`src/rtl/cordic_pkg.sv`:
```
// Shared definitions for the CORDIC share arbiter: word-size defaults,
// FSM state type and the requester-id width helper.
package cordic_pkg;

    localparam int unsigned WL_DEF      = 16;
    localparam int unsigned FL_DEF      = 12;
    localparam int unsigned TIMEOUT_DEF = 64;

    typedef enum logic [1:0] {
        ST_IDLE   = 2'd0,
        ST_LAUNCH = 2'd1,
        ST_WAIT   = 2'd2,
        ST_RESP   = 2'd3
    } state_e;

    // A single requester still needs one id bit to keep vectors legal.
    function automatic int unsigned id_width(input int unsigned n);
        return (n > 1) ? $clog2(n) : 1;
    endfunction

endpackage

```
`src/rtl/cordic_rr_pick.sv`:
```
// Combinational round-robin picker: first set request at or after the
// pointer, wrapping, as a one-hot winner plus its binary id.
module cordic_rr_pick #(
    parameter int unsigned NREQ = 4,
    parameter int unsigned IDW  = 2
) (
    input  logic [NREQ-1:0] req_i,
    input  logic [IDW-1:0]  ptr_i,
    output logic [NREQ-1:0] gnt_o,
    output logic [IDW-1:0]  id_o,
    output logic            any_o
);

    logic [IDW-1:0] idx;

    always_comb begin
        gnt_o = '0;
        id_o  = '0;
        any_o = 1'b0;
        idx   = '0;
        for (int unsigned k = 0; k < NREQ; k++) begin
            idx = IDW'((32'(ptr_i) + k) % NREQ);
            if (!any_o && req_i[idx]) begin
                any_o      = 1'b1;
                gnt_o[idx] = 1'b1;
                id_o       = idx;
            end
        end
    end

endmodule

```
`src/rtl/cordic_share_arbiter.sv`:
```
// Round-robin sharing of one CORDIC rotation unit between NREQ requesters.
// Optional watchdog on the CORDIC done handshake: define CORDIC_TIMEOUT_EN.
module cordic_share_arbiter
    import cordic_pkg::*;
#(
    parameter int unsigned NREQ    = 4,
    parameter int unsigned WL      = WL_DEF,
    parameter int unsigned FL      = FL_DEF,
    parameter int unsigned TIMEOUT = TIMEOUT_DEF
) (
    input  logic               clk,
    input  logic               rst,
    input  logic [NREQ-1:0]    req,
    input  logic [NREQ*WL-1:0] req_x,
    input  logic [NREQ*WL-1:0] req_y,
    input  logic [NREQ*WL-1:0] req_theta,
    output logic [NREQ-1:0]    gnt,
    output logic [NREQ-1:0]    rsp_valid,
    output logic [WL-1:0]      rsp_x,
    output logic [WL-1:0]      rsp_y,
    output logic [WL-1:0]      rsp_z,
    output logic               rsp_err,
    output logic               busy,
    output logic               cordic_valid,
    output logic [WL-1:0]      cordic_x,
    output logic [WL-1:0]      cordic_y,
    output logic [WL-1:0]      cordic_th,
    input  logic [WL-1:0]      cordic_xo,
    input  logic [WL-1:0]      cordic_yo,
    input  logic [WL-1:0]      cordic_zo,
    input  logic               cordic_done
);

    localparam int unsigned IDW = id_width(NREQ);

    if (NREQ < 1 || NREQ > 8) begin : g_bad_nreq
        $error("cordic_share_arbiter: NREQ must be 1..8");
    end
    if (FL >= WL) begin : g_bad_fl
        $error("cordic_share_arbiter: FL must be below WL");
    end
    if (TIMEOUT == 0) begin : g_bad_timeout
        $error("cordic_share_arbiter: TIMEOUT must be nonzero");
    end

    state_e          state_q, state_d;
    logic [IDW-1:0]  ptr_q, ptr_d;
    logic [IDW-1:0]  id_q, id_d;
    logic [WL-1:0]   op_x_q, op_x_d, op_y_q, op_y_d, op_t_q, op_t_d;
    logic [WL-1:0]   res_x_q, res_x_d, res_y_q, res_y_d, res_z_q, res_z_d;
    logic            err_q, err_d;
    logic            done_q;
    logic            done_rise;
    logic            expired;

    logic [NREQ-1:0] pick_gnt;
    logic [IDW-1:0]  pick_id;
    logic            pick_any;

    cordic_rr_pick #(
        .NREQ (NREQ),
        .IDW  (IDW)
    ) u_pick (
        .req_i (req),
        .ptr_i (ptr_q),
        .gnt_o (pick_gnt),
        .id_o  (pick_id),
        .any_o (pick_any)
    );

    // done_q follows the level in every state so a held-high done cannot re-fire.
    assign done_rise = cordic_done & ~done_q;

`ifdef CORDIC_TIMEOUT_EN
    localparam int unsigned CW = $clog2(TIMEOUT + 1) + 1;
    logic [CW-1:0] wdog_q, wdog_d;

    assign wdog_d  = (state_q == ST_WAIT) ? wdog_q + 1'b1 : '0;
    assign expired = (wdog_q == CW'(TIMEOUT));

    always_ff @(posedge clk or negedge rst) begin
        if (!rst) wdog_q <= '0;
        else      wdog_q <= wdog_d;
    end
`else
    assign expired = 1'b0;
`endif

    always_comb begin
        state_d = state_q;
        ptr_d   = ptr_q;
        id_d    = id_q;
        op_x_d  = op_x_q;
        op_y_d  = op_y_q;
        op_t_d  = op_t_q;
        res_x_d = res_x_q;
        res_y_d = res_y_q;
        res_z_d = res_z_q;
        err_d   = err_q;
        case (state_q)
            ST_IDLE: begin
                if (pick_any) begin
                    id_d    = pick_id;
                    op_x_d  = req_x[32'(pick_id)*WL +: WL];
                    op_y_d  = req_y[32'(pick_id)*WL +: WL];
                    op_t_d  = req_theta[32'(pick_id)*WL +: WL];
                    state_d = ST_LAUNCH;
                end
            end
            ST_LAUNCH: state_d = ST_WAIT;
            ST_WAIT: begin
                if (done_rise) begin
                    res_x_d = cordic_xo;
                    res_y_d = cordic_yo;
                    res_z_d = cordic_zo;
                    err_d   = 1'b0;
                    state_d = ST_RESP;
                end else if (expired) begin
                    res_x_d = '0;
                    res_y_d = '0;
                    res_z_d = '0;
                    err_d   = 1'b1;
                    state_d = ST_RESP;
                end
            end
            ST_RESP: begin
                ptr_d   = (32'(id_q) == NREQ - 1) ? '0 : id_q + 1'b1;
                state_d = ST_IDLE;
            end
            default: state_d = ST_IDLE;
        endcase
    end

    always_ff @(posedge clk or negedge rst) begin
        if (!rst) begin
            state_q <= ST_IDLE;
            ptr_q   <= '0;
            id_q    <= '0;
            op_x_q  <= '0;
            op_y_q  <= '0;
            op_t_q  <= '0;
            res_x_q <= '0;
            res_y_q <= '0;
            res_z_q <= '0;
            err_q   <= 1'b0;
            done_q  <= 1'b0;
        end else begin
            state_q <= state_d;
            ptr_q   <= ptr_d;
            id_q    <= id_d;
            op_x_q  <= op_x_d;
            op_y_q  <= op_y_d;
            op_t_q  <= op_t_d;
            res_x_q <= res_x_d;
            res_y_q <= res_y_d;
            res_z_q <= res_z_d;
            err_q   <= err_d;
            done_q  <= cordic_done;
        end
    end

    always_comb begin
        gnt       = '0;
        rsp_valid = '0;
        if (state_q == ST_LAUNCH) gnt[id_q]       = 1'b1;
        if (state_q == ST_RESP)   rsp_valid[id_q] = 1'b1;
    end

    assign cordic_valid = (state_q == ST_LAUNCH);
    assign busy         = (state_q != ST_IDLE);
    assign cordic_x     = op_x_q;
    assign cordic_y     = op_y_q;
    assign cordic_th    = op_t_q;
    assign rsp_x        = res_x_q;
    assign rsp_y        = res_y_q;
    assign rsp_z        = res_z_q;
    assign rsp_err      = err_q;

endmodule
```
`config.mk`:
```
export PLATFORM = sky130hd
export DESIGN_NAME = cordic_share_arbiter
export DESIGN_NICKNAME = d
export VERILOG_FILES = /design/src/rtl/cordic_pkg.sv /design/src/rtl/cordic_rr_pick.sv /design/src/rtl/cordic_share_arbiter.sv
export SDC_FILE = /design/constraint.sdc
export NUM_CORES = 1
export LEC_CHECK = 0
export CELL_PAD_IN_SITES_DETAIL_PLACEMENT = 0
export CELL_PAD_IN_SITES_GLOBAL_PLACEMENT = 1
export CORE_AREA = 2 2 135 150
export DETAILED_ROUTE_END_ITERATION = 7
export DIE_AREA = 0 0 137 152
export PLACE_DENSITY = 0.95
export SLEW_MARGIN = 20
export SYNTH_ARGS = -nofsm -noshare
export SYNTH_HDL_FRONTEND = slang
export SYNTH_HIERARCHICAL = 1
export SYNTH_SLANG_ARGS = --single-unit
```
`constraint.sdc`:
```
create_clock -name clk -period 4.5 [get_ports clk]
set_input_delay 1.125 -clock clk [delete_from_list [all_inputs] [get_ports clk]]
set_output_delay 1.125 -clock clk [all_outputs]
set_load 0.03 [all_outputs]
```
== Word level (Yosys, flattened, before mapping) ==
Cells that the tools add are included.

* Equal/unequal tests: 6
* $lt $le $gt $ge: 6
* Bitwise logic cells: 2
* Mux-type cells: 24
* Reduce and logical (&&, ||, !) cells: 12
* Add/sub/neg operators: 4
* Shift operators: 3

{| class="wikitable"
|+ Operator list
! cell !! count
|-
| variable part select 64 x 7 -> 16 bit || 3
|-
| < comparator 2 x 3 -> 1 bit (second input constant) || 5
|-
| 2-to-1 mux 2 bit || 7
|-
| 2-to-1 mux 1 bit || 9
|-
| binary-select mux 1 bit (select 2 bit) || 4
|-
| 2-to-1 mux 4 bit || 2
|-
| one-hot mux 2 bit (4 select lines) || 1
|-
| equality test 2 bit (second input constant) || 3
|-
| AND reduction 2 bit || 3
|-
| adder 2 x 1 -> 2 bit (second input constant) || 2
|-
| adder 2 bit (second input constant) || 2
|-
| logical AND 1 bit || 4
|-
| != test 2 bit (second input constant) || 2
|-
| logical NOT 1 bit || 3
|-
| demux 1 bit (select 2 bit) || 1
|-
| equality test 2 x 1 -> 1 bit (second input constant) || 1
|-
| greater-or-equal comparator 2 x 1 -> 1 bit (second input constant) || 1
|-
| logical NOT 2 bit || 1
|-
| nonzero test 2 bit || 1
|-
| AND 1 bit || 1
|-
| inverter 1 bit || 1
|}

* Logic and storage cells: 67
* Flip-flop bits (word level): 103

== Depth between registers and ports, before layout ==
Gate-level depths: netlist of run 1.

* Depth after elaboration: 14
* Mapped depth: 13
* Mapped depth without buffers: 8

== Hierarchy ==
The synthesis of run 1 kept the hierarchy.

{| class="wikitable"
|+ Modules (own cells, without submodules)
! module !! times used !! cells an instance !! area each (um^2) !! sequential area each (um^2)
|-
| cordic_share_arbiter || 1 || 413 || 5298.8 || 2577.5
|-
| cordic_rr_pick || 1 || 45 || 421.7 || 0.0
|}

== Worst setup path after synthesis of run 1 ==
OpenSTA, ideal clock, no wires.

* Path type: input to register
* From: input req[2]
* To: register op_t_q[0], in the netlist cordic_th[0]
* Library setup time: 0.146 ns
* Required time: 4.354 ns
* Setup slack: 1.271 ns
* Arrival time: 3.083 ns
* Cell stages on the path: 10
* Cell sequence: mux4_2 buf_6 nor4b_4 nor2_1 a32o_1 buf_2 buf_6 buf_4 mux2i_1 o221ai_2

* Longest elaborated chain between the ends: 13
* Elaborated cells between the ends (all ways): 24
* Those cells by class: shift (1); mux (16); reduce/logical (7)

{| class="wikitable"
|+ Ends and longest elaborated chain
! item !! RTL line !! text
|-
| start, declared || cordic_share_arbiter.sv:13 || <nowiki>input logic [NREQ-1:0] req,</nowiki>
|-
| binary-select mux 1 bit (select 2 bit) || cordic_rr_pick.sv:23 || <nowiki>if (!any_o && req_i[idx]) begin</nowiki>
|-
| 2-to-1 mux 1 bit (not written as such) || cordic_rr_pick.sv:23 ||
|-
| 2-to-1 mux 1 bit || cordic_rr_pick.sv:23 ||
|-
| logical NOT 1 bit || cordic_rr_pick.sv:23 ||
|-
| logical AND 1 bit || cordic_rr_pick.sv:23 ||
|-
| 2-to-1 mux 1 bit || cordic_rr_pick.sv:23 ||
|-
| logical NOT 1 bit || cordic_rr_pick.sv:23 ||
|-
| logical AND 1 bit || cordic_rr_pick.sv:23 ||
|-
| 2-to-1 mux 1 bit || cordic_rr_pick.sv:23 ||
|-
| logical NOT 1 bit || cordic_rr_pick.sv:23 ||
|-
| logical AND 1 bit || cordic_rr_pick.sv:23 ||
|-
| 2-to-1 mux 2 bit * || cordic_rr_pick.sv:23 ||
|-
| via pick_id[1] || cordic_share_arbiter.sv:57 || <nowiki>logic [IDW-1:0] pick_id;</nowiki>
|-
| variable part select 64 x 7 -> 16 bit * || cordic_share_arbiter.sv:106 || <nowiki>op_t_d = req_theta[32'(pick_id)*WL +: WL];</nowiki>
|-
| end signal, assigned || cordic_share_arbiter.sv:153 || <nowiki>op_t_q <= op_t_d;</nowiki>
|-
| end, declared || cordic_share_arbiter.sv:49 || <nowiki>logic [WL-1:0] op_x_q, op_x_d, op_y_q, op_y_d, op_t_q, op_t_d;</nowiki>
|}

Mark *: on every way through the listed nets, which the timed path passes. The rest lies on a longest branch. The select of a mux whose other input is x is not followed.
A chain may end at the register's enable or synchronous reset.

== Worst setup path after layout of run 1 ==
* From: input req[0]
* To: register op_t_q[13], in the netlist cordic_th[13]

Same word-level chain as after synthesis.

==> impl_metrics.env, run 1 <==
export IMPL_core_rowCount=54
export IMPL_min_delay_worst_endpoint="cordic_y[4]"
export IMPL_cap_violations=0
export IMPL_finalSetupViolations=0
export IMPL_switching_share_pct=45.2
export IMPL_critPathRequiredTime_ns=4.71
export IMPL_drt_pass1_iterations=4
export IMPL_min_path_cells=2
export IMPL_cts_tree="built"
export IMPL_post_route_period_util_pct=79.2
export IMPL_yosys_warnings=6
export IMPL_finalWirelength_mm=18.9
export IMPL_r2r_start="ptr_q[0]"
export IMPL_p_int_mw=4.08
export IMPL_fin_skew_ns=0.00941
export IMPL_hold_viol=0
export IMPL_hold_start="cordic_y[4]"
export IMPL_slew_headroom_pct=45.7
export IMPL_crit_path_end_kind="flop"
export IMPL_htree_levels=3
export IMPL_start_kind="input pin"
export IMPL_p_clk_share_pct=10.6
export IMPL_clk_path_buf_depth=2
export IMPL_worstHoldPathType="reg -> reg"
export IMPL_grt_max_degree=62
export IMPL_postCtsSetupBuffers=0
export IMPL_cp_max_fo=59
export IMPL_root_buffer="clkbuf_16"
export IMPL_drc=0
export IMPL_grt_pass1_wl_mm=28.8
export IMPL_r2r_end="cordic_th[13]"
export IMPL_worst_pin_slew_ns=0.814
export IMPL_cts_repair_resized=0
export IMPL_layout_min_cycle_time_ns=3.56
export IMPL_syn_avg_cell_area_um2=12.6
export IMPL_drtIter0Drc=125
export IMPL_vias=4984
export IMPL_start_util_pct=28.7
export IMPL_gp_congestion=0.776
export IMPL_clkTransAtPathRegs_ns=0.08
export IMPL_nets=1037
export IMPL_ff2ff_setup_slack_ns=1.30
export IMPL_die_width_um=137
export IMPL_syn_nets=699
export IMPL_fmax_ghz=0.281
export IMPL_leakagePower_nw=4.04
export IMPL_critPathKind="in -> reg"
export IMPL_core_area_um2=19500
export IMPL_hpwl_mm=14.4
export IMPL_antenna_left=0
export IMPL_layout_commonest_cell="clkdlybuf4s50_1"
export IMPL_power_total_mw=7.45
export IMPL_switchingPower_mw=3.36
export IMPL_ff2ff_path_depth=9
export IMPL_layout_cells_most_common_list="351 x clkdlybuf4s50_1, 103 x dfrtp_1, 98 x mux2i_1"
export IMPL_netlist_area_um2=5590
export IMPL_fin_setup_tns_ns=0
export IMPL_drv_slew=0
export IMPL_die_area_um2=20800
export IMPL_outcome="completed"
export IMPL_insertion_delay_ns=0.35
export IMPL_io_buffers=352
export IMPL_antenna_found_initial=0
export IMPL_routedWlPerCell_um=18.2
export IMPL_fillCellCount=1766
export IMPL_power_density_nw_per_um2=774
export IMPL_numCtsBuffers=9
export IMPL_cts_hold_buf=0
export IMPL_antenna_cells=0
export IMPL_drive_above_1_share_pct=13.6
export IMPL_p_seq_share_pct=22.6
export IMPL_synthCells=442
export IMPL_cts_sinks=103
export IMPL_rsz0062_at_grt="no"
export IMPL_grtUsageTotal_pct=17.8
export IMPL_ir_drop_mv=0.599
export IMPL_vias_per_cell=4.81
export IMPL_dieHeight_um=152
export IMPL_grt_pass1_vias=5542
export IMPL_grt_overflow_total=0
export IMPL_area_growth_pct=72.1
export IMPL_cp_data_arrival_time_ns=3.78
export IMPL_pwr_share_comb_pct=66.8
export IMPL_pin_count=354
## metal layers
layer	GRT usage [%]	wire (um)
met2	31.8	9290
met4	5.50	398
met3	6.24	1950
met1	19.4	7230
met5	0	0
## registers in the layout, summed over array words and instances, names as in the netlist
signal and cells:
rsp_z 16, cordic_x 16, state_q 2, ptr_q 2
done_q 1, cordic_th 16, rsp_y 16, id_q 2
cordic_y 16, rsp_x 16
## per-stage QoR
step / setup WS (ns) / cell area, um2 / hold WS [ns] / instances / util, %
floorplan: 1.39 / 5590 / 0.504 / 442 / -
global placement: 0.580 / 9330 / 0.467 / 1021 / 47.9
detailed placement: 0.535 / 9330 / 0.472 / 1021 / 47.9
CTS: 0.923 / 9620 / 0.495 / 1037 / 49.4
global route: 0.780 / 9620 / 0.510 / 1037 / 49.4
finish: 0.937 / 9620 / 0.490 / 1037 / 49.4
## critical path, stage by stage
cell             delay, ns
clkdlybuf4s50_1       0.47
mux4_1                0.65
nor3_1                0.28
a32o_4                0.38
buf_12                0.35
mux2i_1               0.34
o221ai_1              0.16
## worst max-delay path by stage
stage	start	endpoint	slack, ns	cells past startpoint
after CTS	req[0]	cordic_th[13]	0.92	7
after global placement	req[3]	cordic_th[13]	0.58	8
after detailed placement	req[0]	cordic_th[13]	0.54	7
final	req[0]	cordic_th[13]	0.94	7
after global routing	req[3]	cordic_th[13]	0.78	8
after floorplan	req[2]	cordic_th[0]	1.39	10
## final cells by class
cell class | instances | area [um2] | share of cell area [%]
timing repair buffer | 362 | 3630 | 37.8
multi-input combinational | 296 | 2770 | 28.8
sequential | 103 | 2580 | 26.8
tap | 252 | 315 | 3.28
clock buffer | 10 | 229 | 2.38
clock inverter | 6 | 62.6 | 0.650
inverter | 8 | 30.0 | 0.312
## power by group through the flow
stage	logic, mW	clock network, mW	registers, mW
5_1_grt	5.32	0.865	1.74
3_3_place_gp	4.96	0	1.68
2_1_floorplan	2.54	0	2.50
3_5_place_dp	5.03	0	1.70
6_report	4.97	0.793	1.68
4_1_cts	5.04	0.832	1.69
Note: power is estimated with default switching activity, not from simulation.
==> inputs of run 2 (changes only) <==
--- a/config.mk
+++ b/config.mk
@@ -7,10 +7,10 @@
 export LEC_CHECK = 0
 export CELL_PAD_IN_SITES_DETAIL_PLACEMENT = 0
 export CELL_PAD_IN_SITES_GLOBAL_PLACEMENT = 1
-export CORE_AREA = 2 2 135 150
+export CORE_AREA = 2 2 140 155
 export DETAILED_ROUTE_END_ITERATION = 7
-export DIE_AREA = 0 0 137 152
-export PLACE_DENSITY = 0.95
+export DIE_AREA = 0 0 142 157
+export PLACE_DENSITY = 0.92
 export SLEW_MARGIN = 20
 export SYNTH_ARGS = -nofsm -noshare
 export SYNTH_HDL_FRONTEND = slang
==> constraint.sdc (replaced) <==
create_clock -name clk -period 3.3 [get_ports clk]
set_input_delay 0.825 -clock clk [delete_from_list [all_inputs] [get_ports clk]]
set_output_delay 0.825 -clock clk [all_outputs]
set_load 0.03 [all_outputs]
==> impl_metrics.env, run 2 (same netlist as run 1, synthesis figures left out) <==
export IMPL_finalInstanceArea_um2=9910
export IMPL_ff2ff_path_depth=9
export IMPL_crit_path_frequent_cell="buf_12"
export IMPL_insertion_delay_ns=0.35
export IMPL_cts_sinks=103
export IMPL_cts_repair_resized=0
export IMPL_area_sequential_um2=2580
export IMPL_drt_pass1_iterations=4
export IMPL_hpwl_mm=15.1
export IMPL_path_cells="clkdlybuf4s50_1 -> mux4_1 -> nor3_1 -> a32o_4 -> buf_12 -> buf_12 -> mux2i_1 -> o221ai_1"
export IMPL_layout_commonest_cell="clkdlybuf4s50_1"
export IMPL_cts_tree="built"
export IMPL_ff2ff_setup_slack_ns=0.42
export IMPL_post_route_period_util_pct=93.6
export IMPL_critPathMaxStageDelay_ns=0.64
export IMPL_core_area_um2=20600
export IMPL_gp_congestion=0.782
export IMPL_fin_skew_ns=0.0155
export IMPL_antenna_cells=0
export IMPL_layout_min_cycle_time_ns=3.09
export IMPL_nets=1060
export IMPL_grt_overflow_total=0
export IMPL_hold_viol=0
export IMPL_finalWirelength_mm=19.4
export IMPL_pin_count=354
export IMPL_area_growth_pct=77.3
export IMPL_clk_path_buf_depth=2
export IMPL_ir_drop_mv=0.623
export IMPL_grt_pass1_wl_mm=29.3
export IMPL_outcome="completed"
export IMPL_antenna_found_initial=0
export IMPL_antenna_left=0
export IMPL_cp_data_arrival_time_ns=3.30
export IMPL_die_area_um2=22300
export IMPL_vias_per_cell=4.76
export IMPL_r2r_end="cordic_x[1]"
export IMPL_multi_input_area_um2=2770
export IMPL_cap_violations=0
export IMPL_dpl_cell_area_um2=9620
export IMPL_r2r_start="ptr_q[1]"
export IMPL_postCtsSetupBuffers=0
export IMPL_cp_slowest_cell="mux4_1"
export IMPL_fmax_ghz=0.324
export IMPL_root_buffer="clkbuf_16"
export IMPL_dieHeight_um=157
export IMPL_start_kind="input pin"
export IMPL_fin_util_pct=48.2
export IMPL_start_util_pct=27.2
export IMPL_crit_path_end_kind="flop"
export IMPL_worst_pin_slew_ns=0.634
export IMPL_fillCellCount=1861
export IMPL_critPathRequiredTime_ns=3.51
export IMPL_drv_slew=0
export IMPL_worstHoldPathType="in -> async"
export IMPL_grt_max_degree=49
export IMPL_drtIter0Drc=137
export IMPL_die_width_um=142
export IMPL_htree_levels=3
export IMPL_cts_hold_buf=0
export IMPL_vias=5068
export IMPL_finalSetupViolations=0
export IMPL_cp_max_fo=18
export IMPL_routedWlPerCell_um=18.2
export IMPL_leakagePower_nw=4.19
export IMPL_slew_headroom_pct=57.7
export IMPL_drive_above_1_share_pct=16.1
export IMPL_clkTransAtPathRegs_ns=0.09
export IMPL_io_buffers=352
export IMPL_layout_cells_most_common_list="351 x clkdlybuf4s50_1, 103 x dfrtp_1, 98 x mux2i_1"
export IMPL_grt_pass1_vias=5480
export IMPL_critPathKind="in -> reg"
export IMPL_grtUsageTotal_pct=17.0
export IMPL_core_rowCount=55
export IMPL_power_density_nw_per_um2=1100
export IMPL_rsz0062_at_grt="no"
export IMPL_drc=0
export IMPL_numCtsBuffers=9
## run 2: cell count changes in the layout (fill, tap and decap cells not counted), sizes merged
cell	change
clkinv	+1
inv	-1
buf	+23
## run 2: worst max-delay path, delay by kind of cell
family          cells  cell delay (ns)
mux                 2             0.88
compound gates      2             0.44
simple gates        1             0.30
buf+inv             3             0.84
## run 2: worst max-delay path by stage
stage            from            to  slack [ns]  cells past startpoint
2_1_floorplan  req[2]  cordic_th[0]        0.49                     10
4_1_cts        req[3]   cordic_x[1]        0.22                      8
5_1_grt        req[3]   cordic_x[1]        0.14                      8
3_5_place_dp   req[3]   cordic_x[1]       -0.16                      8
6_report       req[2]   cordic_x[1]        0.21                      8
3_3_place_gp   req[3]   cordic_x[1]        -0.1                      8
## run 2: per-stage QoR
| stage | hold WS (ns) | cells | setup TNS, ns | power [mW] | setup WS, ns |
|---|---|---|---|---|---|
| after CTS | 0.464 | 1064 | 0 | 11.0 | 0.217 |
| after floorplan | 0.504 | 442 | 0 | 6.88 | 0.492 |
| after global placement | 0.469 | 1048 | -0.713 | 9.75 | -0.0988 |
| after detailed placement | 0.471 | 1048 | -2.99 | 9.89 | -0.156 |
| final | 0.460 | 1064 | 0 | 10.9 | 0.212 |
| after global routing | 0.490 | 1064 | 0 | 11.5 | 0.136 |
## run 2: where the power goes
group          switching [mW]  internal (mW)  leakage (nW)  total, mW
clock network           0.550          0.534         0.142       1.08
logic                    3.82           3.70          2.80       7.52
registers               0.355           1.91          1.25       2.27
total                    4.72           6.15          4.19       10.9
## run 2: area by class of cell
cell class | count | share of cell area, %
Clock inverter | 6 | 0.631
Inverter | 8 | 0.303
Timing Repair Buffer | 385 | 39.5
Clock buffer | 10 | 2.31
Sequential cell | 103 | 26.0
Multi-Input combinational cell | 296 | 28.0
Tap cell | 256 | 3.23
## run 2: routing by layer
metal / track usage (%) / part of all wire [%]
met2: 31.0 / 51
met5: 0 / 0
met3: 6.11 / 9.7
met4: 5.52 / 1.7
met1: 18.2 / 38
==> inputs of run 3 (changes only) <==
--- a/config.mk
+++ b/config.mk
@@ -5,6 +5,7 @@
 export SDC_FILE = /design/constraint.sdc
 export NUM_CORES = 1
 export LEC_CHECK = 0
+export CAP_MARGIN = 20
 export CELL_PAD_IN_SITES_DETAIL_PLACEMENT = 0
 export CELL_PAD_IN_SITES_GLOBAL_PLACEMENT = 1
 export CORE_AREA = 2 2 140 155
==> constraint.sdc (replaced) <==
create_clock -name clk -period 3.3 [get_ports clk]
set_input_delay 0.66 -clock clk [delete_from_list [all_inputs] [get_ports clk]]
set_output_delay 0.66 -clock clk [all_outputs]
set_load 0.03 [all_outputs]
==> impl_metrics.env, run 3 (same netlist as run 1, synthesis figures left out) <==
export IMPL_leakagePower_nw=4.13
export IMPL_power_total_mw=10.7
export IMPL_path_buf_inv=3
export IMPL_drtIter0Drc=140
export IMPL_p_int_mw=5.99
export IMPL_nets=1045
export IMPL_insertion_delay_ns=0.36
export IMPL_crit_cells=8
export IMPL_cp_max_fo=14
export IMPL_routedWlPerCell_um=18.2
export IMPL_cp_data_arrival_time_ns=3.09
export IMPL_core_rowCount=55
export IMPL_vias=4986
export IMPL_cp_top_family="multiplexers"
export IMPL_ir_drop_mv=0.775
export IMPL_ff2ff_setup_slack_ns=0.42
export IMPL_vias_per_cell=4.75
export IMPL_grt_pass1_vias=5467
export IMPL_fin_util_pct=47.8
export IMPL_cts_tree="built"
export IMPL_pin_count=354
export IMPL_root_buffer="clkbuf_16"
export IMPL_layout_commonest_cell="clkdlybuf4s50_1"
export IMPL_grt_max_degree=49
export IMPL_grtUsageTotal_pct=16.6
export IMPL_p_clk_share_pct=11.3
export IMPL_die_width_um=142
export IMPL_pwr_share_comb_pct=67.3
export IMPL_p_seq_share_pct=21.5
export IMPL_critPathMaxStageDelay_ns=0.63
export IMPL_switchingPower_mw=4.70
export IMPL_finalWirelength_mm=19.1
export IMPL_antenna_left=0
export IMPL_fin_setup_tns_ns=0
export IMPL_dp_cells=1033
export IMPL_core_area_um2=20600
export IMPL_cts_repair_resized=0
export IMPL_r2r_end="cordic_y[14]"
export IMPL_numCtsBuffers=9
export IMPL_drive_above_1_share_pct=14.6
export IMPL_fin_skew_ns=0.0156
export IMPL_slew_headroom_pct=57.0
export IMPL_worst_pin_slew_ns=0.645
export IMPL_fillCellCount=1906
export IMPL_worstHoldPathType="in -> async"
export IMPL_finalNonFillerCells=1049
export IMPL_crit_path_frequent_cell="buf_12"
export IMPL_die_area_um2=22300
export IMPL_hpwl_mm=14.6
export IMPL_critPathKind="in -> reg"
export IMPL_drc=0
export IMPL_fmax_ghz=0.347
export IMPL_postCtsSetupBuffers=0
export IMPL_layout_cells_most_common_list="351 x clkdlybuf4s50_1, 103 x dfrtp_1, 98 x mux2i_1"
export IMPL_ff2ff_path_depth=9
export IMPL_cts_hold_buf=0
export IMPL_rsz0062_at_grt="no"
export IMPL_cap_violations=0
export IMPL_dieHeight_um=157
export IMPL_critPathRequiredTime_ns=3.51
export IMPL_power_density_nw_per_um2=1090
export IMPL_antenna_cells=0
export IMPL_htree_levels=3
export IMPL_crit_path_end_kind="flop"
export IMPL_post_route_period_util_pct=87.2
export IMPL_start_kind="input pin"
export IMPL_hold_viol=0
export IMPL_drt_pass1_iterations=4
export IMPL_gp_congestion=0.771
export IMPL_clkTransAtPathRegs_ns=0.09
export IMPL_layout_min_cycle_time_ns=2.88
export IMPL_cts_sinks=103
export IMPL_switching_share_pct=44.0
export IMPL_r2r_start="ptr_q[1]"
export IMPL_path_cells="clkdlybuf4s50_1 -> mux4_1 -> nor3_1 -> a32o_4 -> buf_12 -> buf_12 -> mux2i_1 -> o221ai_1"
export IMPL_start_util_pct=27.2
export IMPL_grt_pass1_wl_mm=28.8
export IMPL_cp_slowest_cell="mux4_1"
export IMPL_area_growth_pct=75.8
export IMPL_finalSetupViolations=0
export IMPL_drv_slew=0
export IMPL_io_buffers=352
export IMPL_antenna_found_initial=0
export IMPL_grt_overflow_total=0
export IMPL_clk_path_buf_depth=2
export IMPL_cp_startpoint="req[3]"
export IMPL_outcome="completed"
## run 3: cell count changes in the layout (fill, tap and decap cells not counted)
cell / previous run / this run
inv_12: 0 / 1
clkinv_4: 2 / 0
buf_4: 22 / 8
buf_12: 12 / 11
clkbuf_1: 1 / 0
clkinv_8: 1 / 2
bufinv_16: 0 / 1
## run 3: worst register-to-register path: cells and delay by family (launching register included)
family / cells / cell delay [ns]
AOI/OAI and AO/OA: 2 / 0.45
DFF: 1 / 0.49
muxes: 2 / 0.64
and+or+nand+nor: 1 / 0.31
adders and majority gates: 1 / 0.38
buffers and inverters: 3 / 0.47
## run 3: cell type report
type	instances	area (um2)	share of cell area, %
repair buffers	370	3790	38.6
inverters	8	30.0	0.306
clock buffers	9	225	2.29
well taps	256	320	3.26
multi-input cells	296	2770	28.2
clock inverters	7	108	1.09
flip-flops and latches	103	2580	26.2
## run 3: power groups by stage
stage | Clock, mW | Sequential [mW] | Combinational [mW]
6_report | 1.20 | 2.29 | 7.20
5_1_grt | 1.31 | 2.37 | 7.67
4_1_cts | 1.26 | 2.30 | 7.28
3_5_place_dp | 0 | 2.32 | 7.27
3_3_place_gp | 0 | 2.29 | 7.18
2_1_floorplan | 0 | 3.41 | 3.46
## run 3: through the flow
step                instance area [um2]  setup slack [ns]  hold WS [ns]
detailed placement                 9490            0.0530         0.474
floorplan                          5590             0.629         0.364
CTS                                9830             0.443         0.239
global placement                   9490            0.0963         0.468
finish                             9830             0.421         0.242
global route                       9830             0.273         0.260
## run 3: worst max path at each step
| stage | to | slack [ns] |
|---|---|---|
| after floorplan | cordic_th[0] | 0.63 |
| after global placement | cordic_x[1] | 0.1 |
| after detailed placement | cordic_y[14] | 0.05 |
| after CTS | cordic_y[14] | 0.44 |
| after global routing | cordic_y[14] | 0.27 |
| final | cordic_y[14] | 0.42 |
## run 3: layer usage
layer / part of all wire [%] / global-route usage (%) / vias to the layer above / wire length (um)
met2: 51 / 30.1 / 242 / 9720
met3: 9.2 / 6.27 / 13 / 1760
met5: 0 / 0 / - / 0
met4: 1.5 / 4.24 / 0 / 290
li1: - / - / 2333 / -
met1: 38 / 18.3 / 2398 / 7360
